===== src/rtl/rr_mux_sched_pkg.sv =====
// Shared definitions for the round-robin mux scheduler: channel count,
// FSM state encoding and default datapath widths.
package rr_mux_sched_pkg;

  localparam int NUM_CH     = 4;
  localparam int DEF_WIDTH  = 4;
  localparam int DEF_SWIDTH = 2;

  // The output register is either empty (IDLE) or holding a transfer (HOLD).
  localparam logic [0:0] ST_IDLE = 1'b0;
  localparam logic [0:0] ST_HOLD = 1'b1;

endpackage


===== src/rtl/mux_case.sv =====
// Plain 4:1 case-statement multiplexer used for channel data selection.
module mux_case #(
  parameter int width  = 4,
  parameter int swidth = 2
) (
  input  logic [width-1:0]  i0,
  input  logic [width-1:0]  i1,
  input  logic [width-1:0]  i2,
  input  logic [width-1:0]  i3,
  input  logic [swidth-1:0] sel,
  output logic [width-1:0]  y
);

  // Route the selected channel to the output.
  always_comb begin
    y = i0;
    case (sel[1:0])
      2'd0:    y = i0;
      2'd1:    y = i1;
      2'd2:    y = i2;
      default: y = i3;
    endcase
  end

endmodule


===== src/rtl/rr_mux_sched.sv =====
// Round-robin scheduler for four request channels feeding one registered
// output slot. The arbiter picks a winner starting after the last granted
// channel; the FSM loads the output register whenever it is empty or being
// drained in the same cycle, giving one transfer per cycle back-to-back.
module rr_mux_sched
  import rr_mux_sched_pkg::*;
#(
  parameter int width  = DEF_WIDTH,
  parameter int swidth = DEF_SWIDTH
) (
  input  logic              clk,
  input  logic              rst,
  input  logic [3:0]        req,
  input  logic [width-1:0]  i0,
  input  logic [width-1:0]  i1,
  input  logic [width-1:0]  i2,
  input  logic [width-1:0]  i3,
  input  logic              out_ready,
  output logic [3:0]        gnt,
  output logic [swidth-1:0] sel,
  output logic [width-1:0]  out_data,
  output logic              out_valid,
  output logic [swidth-1:0] out_ch
);

  logic [0:0]        state_q, state_d;
  logic [swidth-1:0] last_q, last_d;
  logic [width-1:0]  out_data_q, out_data_d;
  logic [swidth-1:0] out_ch_q, out_ch_d;

  logic              any_req;
  logic              found;
  logic              load;
  logic [1:0]        idx;
  logic [swidth-1:0] winner;
  logic [width-1:0]  mux_y;

  assign any_req = |req;

  // Round-robin search: scan channels last+1, last+2, ... and take the first requester.
  always_comb begin
    found  = 1'b0;
    winner = last_q;
    idx    = '0;
    for (int k = 1; k <= NUM_CH; k++) begin
      idx = last_q[1:0] + 2'(k);
      if (!found && req[idx]) begin
        found  = 1'b1;
        winner = swidth'(idx);
      end
    end
  end

  // A load happens when a requester exists and the slot is empty or draining; reset blocks it.
  always_comb begin
    load = !rst && found && ((state_q == ST_IDLE) || out_ready);
    sel  = load ? winner : last_q;
    gnt  = load ? (4'b0001 << winner) : 4'b0000;
  end

  mux_case #(
    .width  (width),
    .swidth (swidth)
  ) u_mux (
    .i0  (i0),
    .i1  (i1),
    .i2  (i2),
    .i3  (i3),
    .sel (sel),
    .y   (mux_y)
  );

  // Next-state logic: load the winner, drain to IDLE, or hold everything stable.
  always_comb begin
    state_d    = state_q;
    last_d     = last_q;
    out_data_d = out_data_q;
    out_ch_d   = out_ch_q;
    if (load) begin
      state_d    = ST_HOLD;
      last_d     = winner;
      out_data_d = mux_y;
      out_ch_d   = winner;
    end else if ((state_q == ST_HOLD) && out_ready && !any_req) begin
      state_d = ST_IDLE;
    end
  end

  // State registers; reset empties the slot and makes channel 0 first in line.
  always_ff @(posedge clk) begin
    if (rst) begin
      state_q    <= ST_IDLE;
      last_q     <= swidth'(NUM_CH - 1);
      out_data_q <= '0;
      out_ch_q   <= '0;
    end else begin
      state_q    <= state_d;
      last_q     <= last_d;
      out_data_q <= out_data_d;
      out_ch_q   <= out_ch_d;
    end
  end

  assign out_valid = (state_q == ST_HOLD);
  assign out_data  = out_data_q;
  assign out_ch    = out_ch_q;

endmodule


===== config.mk =====
export PLATFORM = sky130hd
export DESIGN_NAME = rr_mux_sched
export DESIGN_NICKNAME = d
export VERILOG_FILES = /design/src/rtl/rr_mux_sched_pkg.sv /design/src/rtl/mux_case.sv /design/src/rtl/rr_mux_sched.sv
export SDC_FILE = /design/constraint.sdc
export NUM_CORES = 1
export LEC_CHECK = 0
export CAP_MARGIN = 25
export CORE_MARGIN = 2
export CORE_UTILIZATION = 35
export DETAILED_ROUTE_END_ITERATION = 8
export PLACE_DENSITY = 0.83
export RECOVER_POWER = 100
export SLEW_MARGIN = 25
export SYNTH_ARGS = -nofsm -noshare
export SYNTH_HDL_FRONTEND = slang
export SYNTH_HIERARCHICAL = 1
export SYNTH_SLANG_ARGS = --single-unit

===== constraint.sdc =====
create_clock -name clk -period 2.49 [get_ports clk]
set_input_delay 0.3735 -clock clk [delete_from_list [all_inputs] [get_ports clk]]
set_output_delay 0.3735 -clock clk [all_outputs]
set_load 0.01 [all_outputs]

# After elaboration in Yosys (flattened, before gate mapping)
# Cells that the tools add are included.
# classes
reduce_logical,16
n_eq_ne,2
n_addsub,3
n_div,0
shift,1
order_cmp,4
n_bitwise,1
multipliers,0
n_mux,21
# ops
operator,n
$lt A2 B3 Y1 const B,4
$pmux W4 S3,1
$mux W1,10
$mux W2,5
$bmux W1 S2,4
$logic_and A1 B1 Y1,7
$logic_not A1 Y1,5
$add A2 B2 Y2 const B,2
$mux W4,1
$reduce_or A4 Y1,1
$shl A1 B2 Y4 const A,1
$add A2 B1 Y2 const B,1
$eq A2 B1 Y1 const B,1
$eq A2 B2 Y1 const B,1
$logic_not A2 Y1,1
$reduce_bool A2 Y1,1
$logic_or A1 B1 Y1,1
$not A1 Y1,1
# word_totals
in_bits,23
regBits,9
romBits,0
ram_bits,0
mem_count,0
latchBits,0

# Longest topological paths before layout
# Gate-level depths: netlist of the first run.
# depth
depth_word,18
ltp_mapped,8
depth_no_buf,7

# Hierarchy
# Netlist of the first run, hierarchy kept.
# by_module_without_submodules
module,area_per_inst_um2,cells_each,seq_area_each_um2,n_inst
rr_mux_sched,470.5,56,180.2,1
mux_case,105.1,4,0.0,1

# Least setup slack after synthesis of the first run
# OpenSTA, ideal clock, no wires.
# synth_path
path_type,input to register
startpoint,input port rst
endpoint,"register out_data_q[2], in the netlist out_data[2]"
arrival_ns,2.012
stages,7
required_ns,2.357
slack_ns,0.346
cell_sequence,clkbuf_2 > nor3b_4 > buf_4 > o21a_1 > mux4_1 > nand2_1 > o21ai_0
# synth_between
elab_chain_cells,6
elab_cells_between_ends,8
# synth_lines
item,line,source
start: declaration,rr_mux_sched.sv:12,"input logic rst,"
$logic_not A1 Y1 *,rr_mux_sched.sv:56,load = !rst && found && ((state_q == ST_IDLE) || out_ready);
$logic_and A1 B1 Y1 * (2 in series),rr_mux_sched.sv:56,
$mux W2 *,-,
via sel[0],rr_mux_sched.sv:20,"output logic [swidth-1:0] sel,"
"$eq A2 B2 Y1, or another cell as far along",mux_case.sv:17,case (sel[1:0])
$pmux W4 S3 *,mux_case.sv:17,
via mux_y[2],rr_mux_sched.sv:36,logic [width-1:0] mux_y;
end signal: assignment,rr_mux_sched.sv:99,out_data_q <= out_data_d;
end: declaration,rr_mux_sched.sv:28,"logic [width-1:0] out_data_q, out_data_d;"
# Mark *: on every way through the listed nets, which the timed path passes. The rest lies on a longest branch.
# A chain may end at the register's enable or synchronous reset.

# Worst setup path after layout of the first run
# layout_path
startpoint,input port out_ready
endpoint,output port gnt[3]
# layout_between
elab_chain_cells,3
# layout_lines
item,line,source
start: declaration,rr_mux_sched.sv:18,"input logic out_ready,"
$logic_or A1 B1 Y1,rr_mux_sched.sv:56,
$logic_and A1 B1 Y1,rr_mux_sched.sv:56,
$mux W4,rr_mux_sched.sv:58,gnt = load ? (4'b0001 << winner) : 4'b0000;
end: declaration,rr_mux_sched.sv:19,"output logic [3:0] gnt,"
# Every way passes these cells.

==> metrics.cfg, run 1 <==
[setup_path]
crit_path_cell_trace=clkdlybuf4s50_1 -> nand2b_1 -> nor3b_4 -> buf_4 -> a21bo_2 -> nor2_1 -> dlygate4sd2_1
start_kind=input port
worstPathArrival_ps=2040
path_buf_inv=3
cp.required_ps=2120
slowest_stage=clkdlybuf4s50_1
endpoint_kind=primary output
cp_slowest_stage_delay_ps=440
cp_max_fo=4
critPathKind=in -> out
cpLargestDelayFamily=buffers and inverters

[final_layout]
syn2layout_area_growth_pct=82.0
num-fill-cells=120
drive_above_1_share=0.196
layout_commonest_cell=clkdlybuf4s50_1
fin_nets=131
num_antenna_cells=0
final_cell_mix=clkdlybuf4s50_1 (26), buf_4 (11), nand2b_1 (7), dlygate4sd2_1 (7), dfxtp_1 (7)

[floorplanning]
die_width_um=44.6
core-area_um2=1520
initial_core_util=0.378
die_area_um2=1980
die_h_um=44.6
fp-row-count=14
ios=36

[grt]
grt_pass1_wl_um=2530
antenna_found_initial=0
grt_max_degree=11
grt.overflow.total=0
first_global_vias=617
grt.total_usage=0.184

[routing]
drc_errors=0
drt_iter0_markers=13
drt-total-wl_um=1600
dr.pass1.iters=4
dr_total_vias=645
postRouteAntennaNets=0
vias_per_cell=5.24
wl_per_cell_um=13.0

[logic_synthesis]
ys_seq_elements=9
synthArstFlopShare=0
avgSynthCellArea_um2=9.59
ys_top_cells_by_area=dfxtp_1 (31%), mux4_1 (18%), nand2b_1 (7.6%)
synth_nets=83
syn_area_um2=576
yosysWarnings=6
yosys.area.top_type=dfxtp_1
ys_seq_area_frac=0.313
synth_edf_count=0
netlist.area_leader.share=0.313
ys_types=26
syn_inst=60
ys.flop_type=dfxtp_1

[sta]
fmax_mhz=415
fin_skew_ps=6.14
hold_viol_final=0
drv_slew=0
worst_pin_slew_ps=363
finalSetupViolCount=0
finalCritPeriodShare=0.967
fin_crit_ps=2410
slew_headroom=0.756
whs_ps=467

[pwr]
leakagePower_uw=0.000453
power_uw=545
ir_drop_uv=306
p_per_area_nw_per_um2=520

[status]
outcome=finished, final reports clean

[cts]
clk_path_buf_depth=2
postCtsHoldBufs=0
clock_latency_ps=260
clock_tree.root_cell=clkbuf_4
numCtsBuffers=3
clkTransAtPathRegs_ps=60
cts_num_sinks=9
cts_tree=done
h-tree-depth=1

[min_path]
worstHoldPathType=reg -> reg

[placed_design]
port_buffers=35
dpl.hpwl_um=1230
gp_congestion=0.764

[flow_run]
maxCapViolCount=0

==> power breakdown <==
group	internal, µW	leakage (µW)	switching [µW]
sequential	168	0.0000746	19.5
clock	61.9	0.0000150	55.2
combinational	148	0.000364	92.5
==> cells by family (layout without fill, tap and decap cells) <==
logic type             after synthesis  count (layout)  synth area share
AO/OA/AOI/OAI                       16              16             0.174
buffers and inverters                5              52            0.0435
flip-flops                           9               9             0.313
multiplexers                         6               6             0.217
AND/OR/NAND/NOR                     24              24             0.252
==> final cells by class <==
cell class                 count  area, µm²  area share
sequential                     9        183       0.174
timing repair buffer          46        427       0.407
multi-input combinational     46        384       0.367
tap                           16       20.0      0.0191
clock buffer                   4       26.3      0.0251
inverter                       2       7.51     0.00717
==> cells in the mapped netlist (all sizes together) (2+ instances only) <==
library cell	number
nor2b	2
mux2i	2
mux4	4
buf	2
inv	2
a21oi	3
nand2b	7
nor3	2
nand2	5
nor2	4
a22oi	2
o21ai	6
dfxtp	9
==> registers in the layout, indices dropped and copies added (netlist names) <==
signal,flops
last_q,2
out_ch,2
out_data,4
out_valid,1
==> metal layers <==
layer,GRT usage,vias to the layer above,part of all wire
met3,0.0408,4,0.080
met2,0.310,35,0.49
met5,0,-,0
li1,-,319,-
met4,0.133,0,0.032
met1,0.199,287,0.40
==> worst reg2reg max path, delay by kind of cell, from the launching register on <==
family	cells	cell delay (ps)
compound gates	2	220
buf+inv	2	210
flops	1	400
mux	1	550
simple gates	3	570
==> what timing repair did <==
action | 4_1_cts | 5_1_grt
setup buffers | 3 | 1
endpoints found under the setup margin | 6 | 3
endpoints found under the hold margin | 0 | 0
pin swaps | 2 | 1
cloned | 0 | 0
resized for setup | 8 | 4
==> stage by stage <==
step / cells / util / cell area (µm²) / TNS, ps / setup WS (ps)
3_5_place_dp: 115 / 0.644 / 981 / -1750 / -232
4_1_cts: 122 / 0.676 / 1030 / 0 / 9.08
3_3_place_gp: 115 / 0.644 / 981 / -1170 / -161
2_1_floorplan: 60 / - / 576 / 0 / 346
5_1_grt: 123 / 0.687 / 1050 / -4.05 / -4.05
6_report: 123 / 0.687 / 1050 / 0 / 81.0
==> worst paths after layout <==
path	start	endpoint	slack, ps	depth (start not counted)
worst max-delay path	out_ready	gnt[3]	80	7
worst min-delay path	out_data[0]	out_data[0]	470	2
worst max register to register	last_q[0]	out_data[0]	420	8
worst min register to register	out_data[0]	out_data[0]	470	2
Power figures use the tool's default switching activity.
==> inputs of run 2 (changes only) <==
ABC_CLOCK_PERIOD_IN_PS = 2490   (was default)
CTS_CLUSTER_SIZE = 16   (was default)
==> results of run 2 <==
The final DEF is identical to that of run 1; final timing and power are the same.
